File: config.mk
export PLATFORM = sky130hd
export DESIGN_NAME = ex_mem_pipe
export DESIGN_NICKNAME = d
export VERILOG_FILES = /design/src/rtl/ex_mem_pipe.sv
export SDC_FILE = /design/constraint.sdc
export NUM_CORES = 1
export LEC_CHECK = 0
export CELL_PAD_IN_SITES_DETAIL_PLACEMENT = 0
export CELL_PAD_IN_SITES_GLOBAL_PLACEMENT = 1
export CORE_MARGIN = 1.5
export CORE_UTILIZATION = 29
export DETAILED_ROUTE_END_ITERATION = 10
export MAX_ROUTING_LAYER = met4
export PLACE_DENSITY_LB_ADDON = 0.1
export SYNTH_ARGS = -nofsm -noshare
export SYNTH_HDL_FRONTEND = slang
export SYNTH_SLANG_ARGS = --single-unit
File: constraint.sdc
create_clock -name clk -period 3.89 [get_ports clk]
set_clock_uncertainty 0.1 [all_clocks]
set_input_delay 0.389 -clock clk [delete_from_list [all_inputs] [get_ports clk]]
set_output_delay 0.389 -clock clk [all_outputs]
set_load 0.02 [all_outputs]
File: src/rtl/ex_mem_pipe.sv
// EX/MEM pipeline register with bubble insertion, flush, MAC-state feedback and a bubble counter.
// One-cycle latency; stall_mem freezes every register, stall_ex alone inserts a bubble.
module ex_mem_pipe #(
  parameter int DATA_W = 32,
  parameter int ADDR_W = 5,
  parameter int CNT_W  = 2,
  parameter int PERF_W = 16
) (
  input  logic                clk,
  input  logic                rst,
  input  logic                stall_ex,
  input  logic                stall_mem,
  input  logic                flush,
  input  logic [ADDR_W-1:0]   ex_wd,
  input  logic                ex_wreg,
  input  logic [DATA_W-1:0]   ex_wdata,
  input  logic                ex_whilo,
  input  logic [DATA_W-1:0]   ex_hi,
  input  logic [DATA_W-1:0]   ex_lo,
  input  logic [2*DATA_W-1:0] ex_hilo_temp,
  input  logic [CNT_W-1:0]    ex_cnt,
  output logic [ADDR_W-1:0]   mem_wd,
  output logic                mem_wreg,
  output logic [DATA_W-1:0]   mem_wdata,
  output logic                mem_whilo,
  output logic [DATA_W-1:0]   mem_hi,
  output logic [DATA_W-1:0]   mem_lo,
  output logic                mem_valid,
  output logic [2*DATA_W-1:0] hilo_temp_o,
  output logic [CNT_W-1:0]    cnt_o,
  output logic [PERF_W-1:0]   bubble_cnt
);

  typedef struct packed {
    logic [ADDR_W-1:0] wd;
    logic              wreg;
    logic [DATA_W-1:0] wdata;
    logic              whilo;
    logic [DATA_W-1:0] hi;
    logic [DATA_W-1:0] lo;
    logic              valid;
  } mem_pkt_t;

  localparam logic [PERF_W-1:0] PERF_ONE = {{(PERF_W-1){1'b0}}, 1'b1};

  mem_pkt_t              pkt_q, pkt_d, ex_pkt;
  logic [2*DATA_W-1:0]   hilo_temp_q, hilo_temp_d;
  logic [CNT_W-1:0]      cnt_q, cnt_d;
  logic [PERF_W-1:0]     bubble_cnt_q, bubble_cnt_d;

  always_comb begin
    ex_pkt       = '{wd: ex_wd, wreg: ex_wreg, wdata: ex_wdata, whilo: ex_whilo,
                     hi: ex_hi, lo: ex_lo, valid: 1'b1};
    pkt_d        = pkt_q;
    hilo_temp_d  = hilo_temp_q;
    cnt_d        = cnt_q;
    bubble_cnt_d = bubble_cnt_q;
    if (rst) begin
      pkt_d        = '0;
      hilo_temp_d  = '0;
      cnt_d        = '0;
      bubble_cnt_d = '0;
    end else if (flush) begin
      // A flush kills in-flight work but is not a bubble for perf accounting.
      pkt_d       = '0;
      hilo_temp_d = '0;
      cnt_d       = '0;
    end else if (stall_mem) begin
      // Hold; stall_ex=0 here cannot happen legally and is treated the same way.
      pkt_d = pkt_q;
    end else if (stall_ex) begin
      pkt_d       = '0;
      hilo_temp_d = ex_hilo_temp;
      cnt_d       = ex_cnt;
      if (bubble_cnt_q != {PERF_W{1'b1}}) begin
        bubble_cnt_d = bubble_cnt_q + PERF_ONE;
      end
    end else begin
      pkt_d       = ex_pkt;
      hilo_temp_d = '0;
      cnt_d       = '0;
    end
  end

  always_ff @(posedge clk) begin
    pkt_q        <= pkt_d;
    hilo_temp_q  <= hilo_temp_d;
    cnt_q        <= cnt_d;
    bubble_cnt_q <= bubble_cnt_d;
  end

  assign mem_wd      = pkt_q.wd;
  assign mem_wreg    = pkt_q.wreg;
  assign mem_wdata   = pkt_q.wdata;
  assign mem_whilo   = pkt_q.whilo;
  assign mem_hi      = pkt_q.hi;
  assign mem_lo      = pkt_q.lo;
  assign mem_valid   = pkt_q.valid;
  assign hilo_temp_o = hilo_temp_q;
  assign cnt_o       = cnt_q;
  assign bubble_cnt  = bubble_cnt_q;

endmodule

=== Word-level counts from Yosys, hierarchy flattened ===
Index checks and enable logic that the tools add are counted.

* Bits in registers: 186
* Output and inout bits: 186
* Logic and storage cells: 19

* Add/sub/neg operators: 1
* Eq/ne operators: 1
* Multiplexer cells: 3
* Bitwise operators: 2
* Reductions and logical operators: 2

{| class="wikitable"
|+ Operator list
! kind !! count
|-
| 104-bit two-way mux || 1
|-
| 64-bit two-way mux || 1
|-
| 16-bit by 1-bit adder with 16-bit output (second input constant) || 1
|-
| 16-bit != test (second input constant) || 1
|-
| 4-bit AND reduction || 1
|-
| 2-bit two-way mux || 1
|-
| 1-bit NOT || 2
|-
| 2-bit OR reduction || 1
|}

=== Depth between registers and ports, before layout ===
* Depth in word-level cells: 2
* Depth in mapped cells: 6
* Mapped depth without buffers: 5

=== Least setup slack after synthesis ===
OpenSTA, ideal clock, no wires.

* Kind: reg2reg
* Start: register bubble_cnt_q[8] (netlist: bubble_cnt[8])
* End: register bubble_cnt_q[15] (netlist: bubble_cnt[15])
* Setup time: 121 ps
* Arrival: 1,610 ps
* Required time: 3,669 ps
* Slack: 2,059 ps
* Stages on the path, launching flop included: 5
* Buffers on the path: 0
* Cell sequence: dfxtp_1 > nand3_1 > or3_1 > nor4_1 > mux2_2

* Cells in the longest elaborated chain, start to end: 2
* Elaborated cells on any way between the ends: 3

{| class="wikitable"
|+ Ends and longest elaborated chain
! item !! RTL line !! text
|-
| from (decl) || 49 || <nowiki>logic [PERF_W-1:0] bubble_cnt_q, bubble_cnt_d;</nowiki>
|-
| from (signal assigned) || 89 || <nowiki>bubble_cnt_q <= bubble_cnt_d;</nowiki>
|-
| branches (longest 2 deep; another with 16-bit by 1-bit adder with 16-bit output) || n/a ||
|}

Several ways; the timed one is not identified.
A chain may end at the register's enable or synchronous reset.

=== Worst setup path in the final report ===
* Start: register bubble_cnt_q[7] (netlist: bubble_cnt[7])
* End: output port bubble_cnt[7]

{| class="wikitable"
|+ RTL lines
! item !! RTL line !! text
|-
| to (decl) || 31 || <nowiki>output logic [PERF_W-1:0] bubble_cnt</nowiki>
|}

No word-level cell between the ends.

==> metrics.json <==
{
  "cts_tree": {"value": "yes"},
  "drc": {"value": 0},
  "total_switching_power": {"value": 1010, "unit": "µW"},
  "vdd_ir_drop_max": {"value": 0.000280, "unit": "V"},
  "yosys_warns": {"value": 0},
  "grt_antenna_before_repair": {"value": 1},
  "slew_headroom": {"value": 47.7, "unit": "%"},
  "totalWireLength": {"value": 22000, "unit": "µm"},
  "postSynthCellCount": {"value": 673},
  "end_kind": {"value": "output port"},
  "syn2layout_area_growth": {"value": 68.9, "unit": "%"},
  "layout-drive-gt1-share": {"value": 5.43, "unit": "%"},
  "leakage": {"value": 0.00379, "unit": "µW"},
  "die-area": {"value": 23200, "unit": "µm²"},
  "rsz_0062_raised_after_global_routing": {"value": "no"},
  "path_delay_family": {"value": "buffers and inverters"},
  "slew_violations": {"value": 0},
  "floorplan.rows": {"value": 54},
  "postCtsSetupRepairBufs": {"value": 0},
  "cp_data_arrival_time": {"value": 1640, "unit": "ps"},
  "h-tree-depth": {"value": 4},
  "synth_edf_count": {"value": 0},
  "first_global_vias": {"value": 6025},
  "dpl.hpwl": {"value": 15200, "unit": "µm"},
  "p_sw_share": {"value": 23.1, "unit": "%"},
  "netlist-cell-type-count": {"value": 35},
  "yosysTopAreaCellShare": {"value": 57.6, "unit": "%"},
  "numCtsBuffers": {"value": 17},
  "cts-root-buf": {"value": "sky130_fd_sc_hd__clkbuf_16"},
  "synth-seq-cells": {"value": 186},
  "drtIter0Drc": {"value": 285},
  "yosysMostFrequentCell": {"value": "sky130_fd_sc_hd__dfxtp_1"},
  "share_clk_of_total_power": {"value": 44.1, "unit": "%"},
  "multi_input_gate_area_in_the_final_layout": {"value": 2490, "unit": "µm²"},
  "die_height": {"value": 152, "unit": "µm"},
  "criticalPathCategory": {"value": "reg -> out"},
  "worst_hold_path_type": {"value": "reg -> reg"},
  "cts-resized-gates": {"value": 0},
  "ordered_list_of_cells_on_the_worst_path": {"value": "clkdlybuf4s50_1"},
  "max_stage_delay": {"value": 690, "unit": "ps"},
  "worst_setup_hold_path_clk_slew": {"value": 70, "unit": "ps"},
  "cap_viol_max_count": {"value": 0},
  "detail_route.wl_per_cell": {"value": 17.0, "unit": "µm"},
  "setup_tns": {"value": 0, "unit": "ps"},
  "globalRoute.totalOverflow": {"value": 0},
  "critical_path.startpoint_type": {"value": "flop"},
  "seq_area_frac_synth": {"value": 57.6, "unit": "%"},
  "hold_violations": {"value": 0},
  "io_pins": {"value": 360},
  "run_status": {"value": "complete, no violations"},
  "area_of_the_mapped_netlist": {"value": 6460, "unit": "µm²"},
  "finalCritPeriodShare": {"value": 54.7, "unit": "%"},
  "die_w": {"value": 152, "unit": "µm"},
  "groute.usage.overall": {"value": 19.2, "unit": "%"},
  "ctsHoldBuffers": {"value": 0},
  "grt_first_pass_wirelength": {"value": 34100, "unit": "µm"},
  "p_seq_share": {"value": 44.8, "unit": "%"},
  "maximum_number_of_pins_on_one_net_before_global_route_repair": {"value": 88},
  "synth.avg_cell_area": {"value": 9.61, "unit": "µm²"},
  "cell_types_occupying_the_most_area_after_synthesis": {"value": "sky130_fd_sc_hd__dfxtp_1 58%, sky130_fd_sc_hd__a22oi_1 20%, sky130_fd_sc_hd__nor2_1 11%"},
  "port_buffers": {"value": 359},
  "core_box_area": {"value": 21800, "unit": "µm²"},
  "route.vias.total": {"value": 6176},
  "setup_viol_count_final": {"value": 0},
  "number_of_sinks_on_the_clock_net": {"value": 186},
  "power.density_cell_area": {"value": 400, "unit": "nW/µm²"},
  "power_frac_comb": {"value": 11.0, "unit": "%"},
  "async_flop_share": {"value": 0, "unit": "%"},
  "nets": {"value": 1176},
  "worstMarginPinSlew": {"value": 785, "unit": "ps"},
  "p_int": {"value": 3360, "unit": "µW"},
  "synth_top_area_cell": {"value": "sky130_fd_sc_hd__dfxtp_1"},
  "dr.pass1.iters": {"value": 4},
  "gp_routability_congestion": {"value": 0.767},
  "detail_route.vias_per_cell": {"value": 4.77},
  "clock_latency_at_the_later_pin_of_the_worst_skew_pair": {"value": 430, "unit": "ps"},
  "finalPower": {"value": 4370, "unit": "µW"},
  "critical_path.slowest_cell": {"value": "sky130_fd_sc_hd__clkdlybuf4s50_1"},
  "syn-num-nets": {"value": 848},
  "dominantRegCellSynth": {"value": "sky130_fd_sc_hd__dfxtp_1"},
  "timing.critical_path.fanout_max": {"value": 10},
  "clock_tree.buffer_depth": {"value": 2},
  "worstPathBufferInverterCount": {"value": 1},
  "crit_required": {"value": 3400, "unit": "ps"},
  "initial_utilization": {"value": 29.6, "unit": "%"},
  "maxClockFrequency": {"value": 0.470, "unit": "GHz"},
  "min_period": {"value": 2130, "unit": "ps"},
  "synth_top_cells_by_count": {"value": "186 x sky130_fd_sc_hd__dfxtp_1, 181 x sky130_fd_sc_hd__nor2_1, 168 x sky130_fd_sc_hd__a22oi_1"},
  "nFillCells": {"value": 2111},
  "final-seq-area": {"value": 3720, "unit": "µm²"},
  "ant_nets": {"value": 0}
}
-- registers in the layout, summed over array words and instances, names as in the netlist --
signal / flops
bubble_cnt: 16
mem_wreg: 1
mem_hi: 32
hilo_temp_o: 64
mem_valid: 1
cnt_o: 2
mem_wdata: 32
mem_whilo: 1
mem_wd: 5
mem_lo: 32
-- layer usage --
metal / GRT usage (%) / share of wire (%) / up-vias
li1: - / - / 3063
met1: 22.6 / 43 / 2866
met2: 30.9 / 47 / 232
met3: 7.03 / 8.2 / 15
met4: 5.50 / 1.4 / 0
met5: - / 0 / -
-- final cells by class --
cell class                 instances  area share, %
antenna                            1         0.0229
clock buffer                      18           3.93
clock inverter                    13           1.97
inverter                           4          0.138
multi-input combinational        423           22.8
sequential                       186           34.1
tap                              280           3.21
timing repair buffer             369           33.8
-- final timing paths --
kind / cells after the start / slack [ps] / startpoint / to
worst max-delay path: 1 / 1760 / bubble_cnt[7] / bubble_cnt[7]
worst min-delay path: 2 / 400 / mem_valid / mem_valid
worst max register to register: 4 / 1990 / bubble_cnt[6] / bubble_cnt[14]
worst min register to register: 2 / 400 / mem_valid / mem_valid
-- worst min-delay path: cells and delay by family (launching register included) --
| kind | cells | cell delay [ps] |
|---|---|---|
| flip-flops | 1 | 310 |
| AND/OR/NAND/NOR | 2 | 150 |
-- power groups by stage --
stage	Sequential [µW]	Combinational (µW)	Clock [µW]
2_1_floorplan	2050	147	0
3_3_place_gp	2000	486	0
3_5_place_dp	2000	485	0
4_1_cts	1960	488	1980
5_1_grt	1960	520	2070
6_report	1960	482	1930
-- layout by cell type, fill, tap and decap left out, types with 6 or more instances in the layout --
cell                              instances
sky130_fd_sc_hd__clkdlybuf4s50_1        358
sky130_fd_sc_hd__dfxtp_1                186
sky130_fd_sc_hd__nor2_1                 180
sky130_fd_sc_hd__a22oi_1                168
sky130_fd_sc_hd__clkbuf_16               17
sky130_fd_sc_hd__buf_4                    9
sky130_fd_sc_hd__mux2_2                   7
sky130_fd_sc_hd__a21oi_1                  7
sky130_fd_sc_hd__nand2_1                  6
sky130_fd_sc_hd__nor2b_1                  6
-- metrics by stage --
step / area, µm² / setup WS, ps / cells / util (%) / hold slack (ps)
floorplan: 6460 / 2060 / 673 / - / 433
global placement: 10300 / 1450 / 1262 / 47.1 / 386
detailed placement: 10300 / 1410 / 1262 / 47.1 / 392
CTS: 10900 / 1730 / 1293 / 50.0 / 410
global route: 10900 / 1690 / 1294 / 50.0 / 433
finish: 10900 / 1760 / 1294 / 50.0 / 401
-- kinds of logic (layout without fill, tap and decap cells) --
kind of cell    Yosys count  count (layout)  share of synthesized area, %
buf+inv                  64             404                          4.16
flops                   186             186                          57.6
fa+ha+maj                 1               1                         0.194
other cells               0               1                             0
simple gates            228             228                          15.4
compound gates          186             186                          21.3
mux                       8               8                          1.37
(Power assumes the default switching activity.)
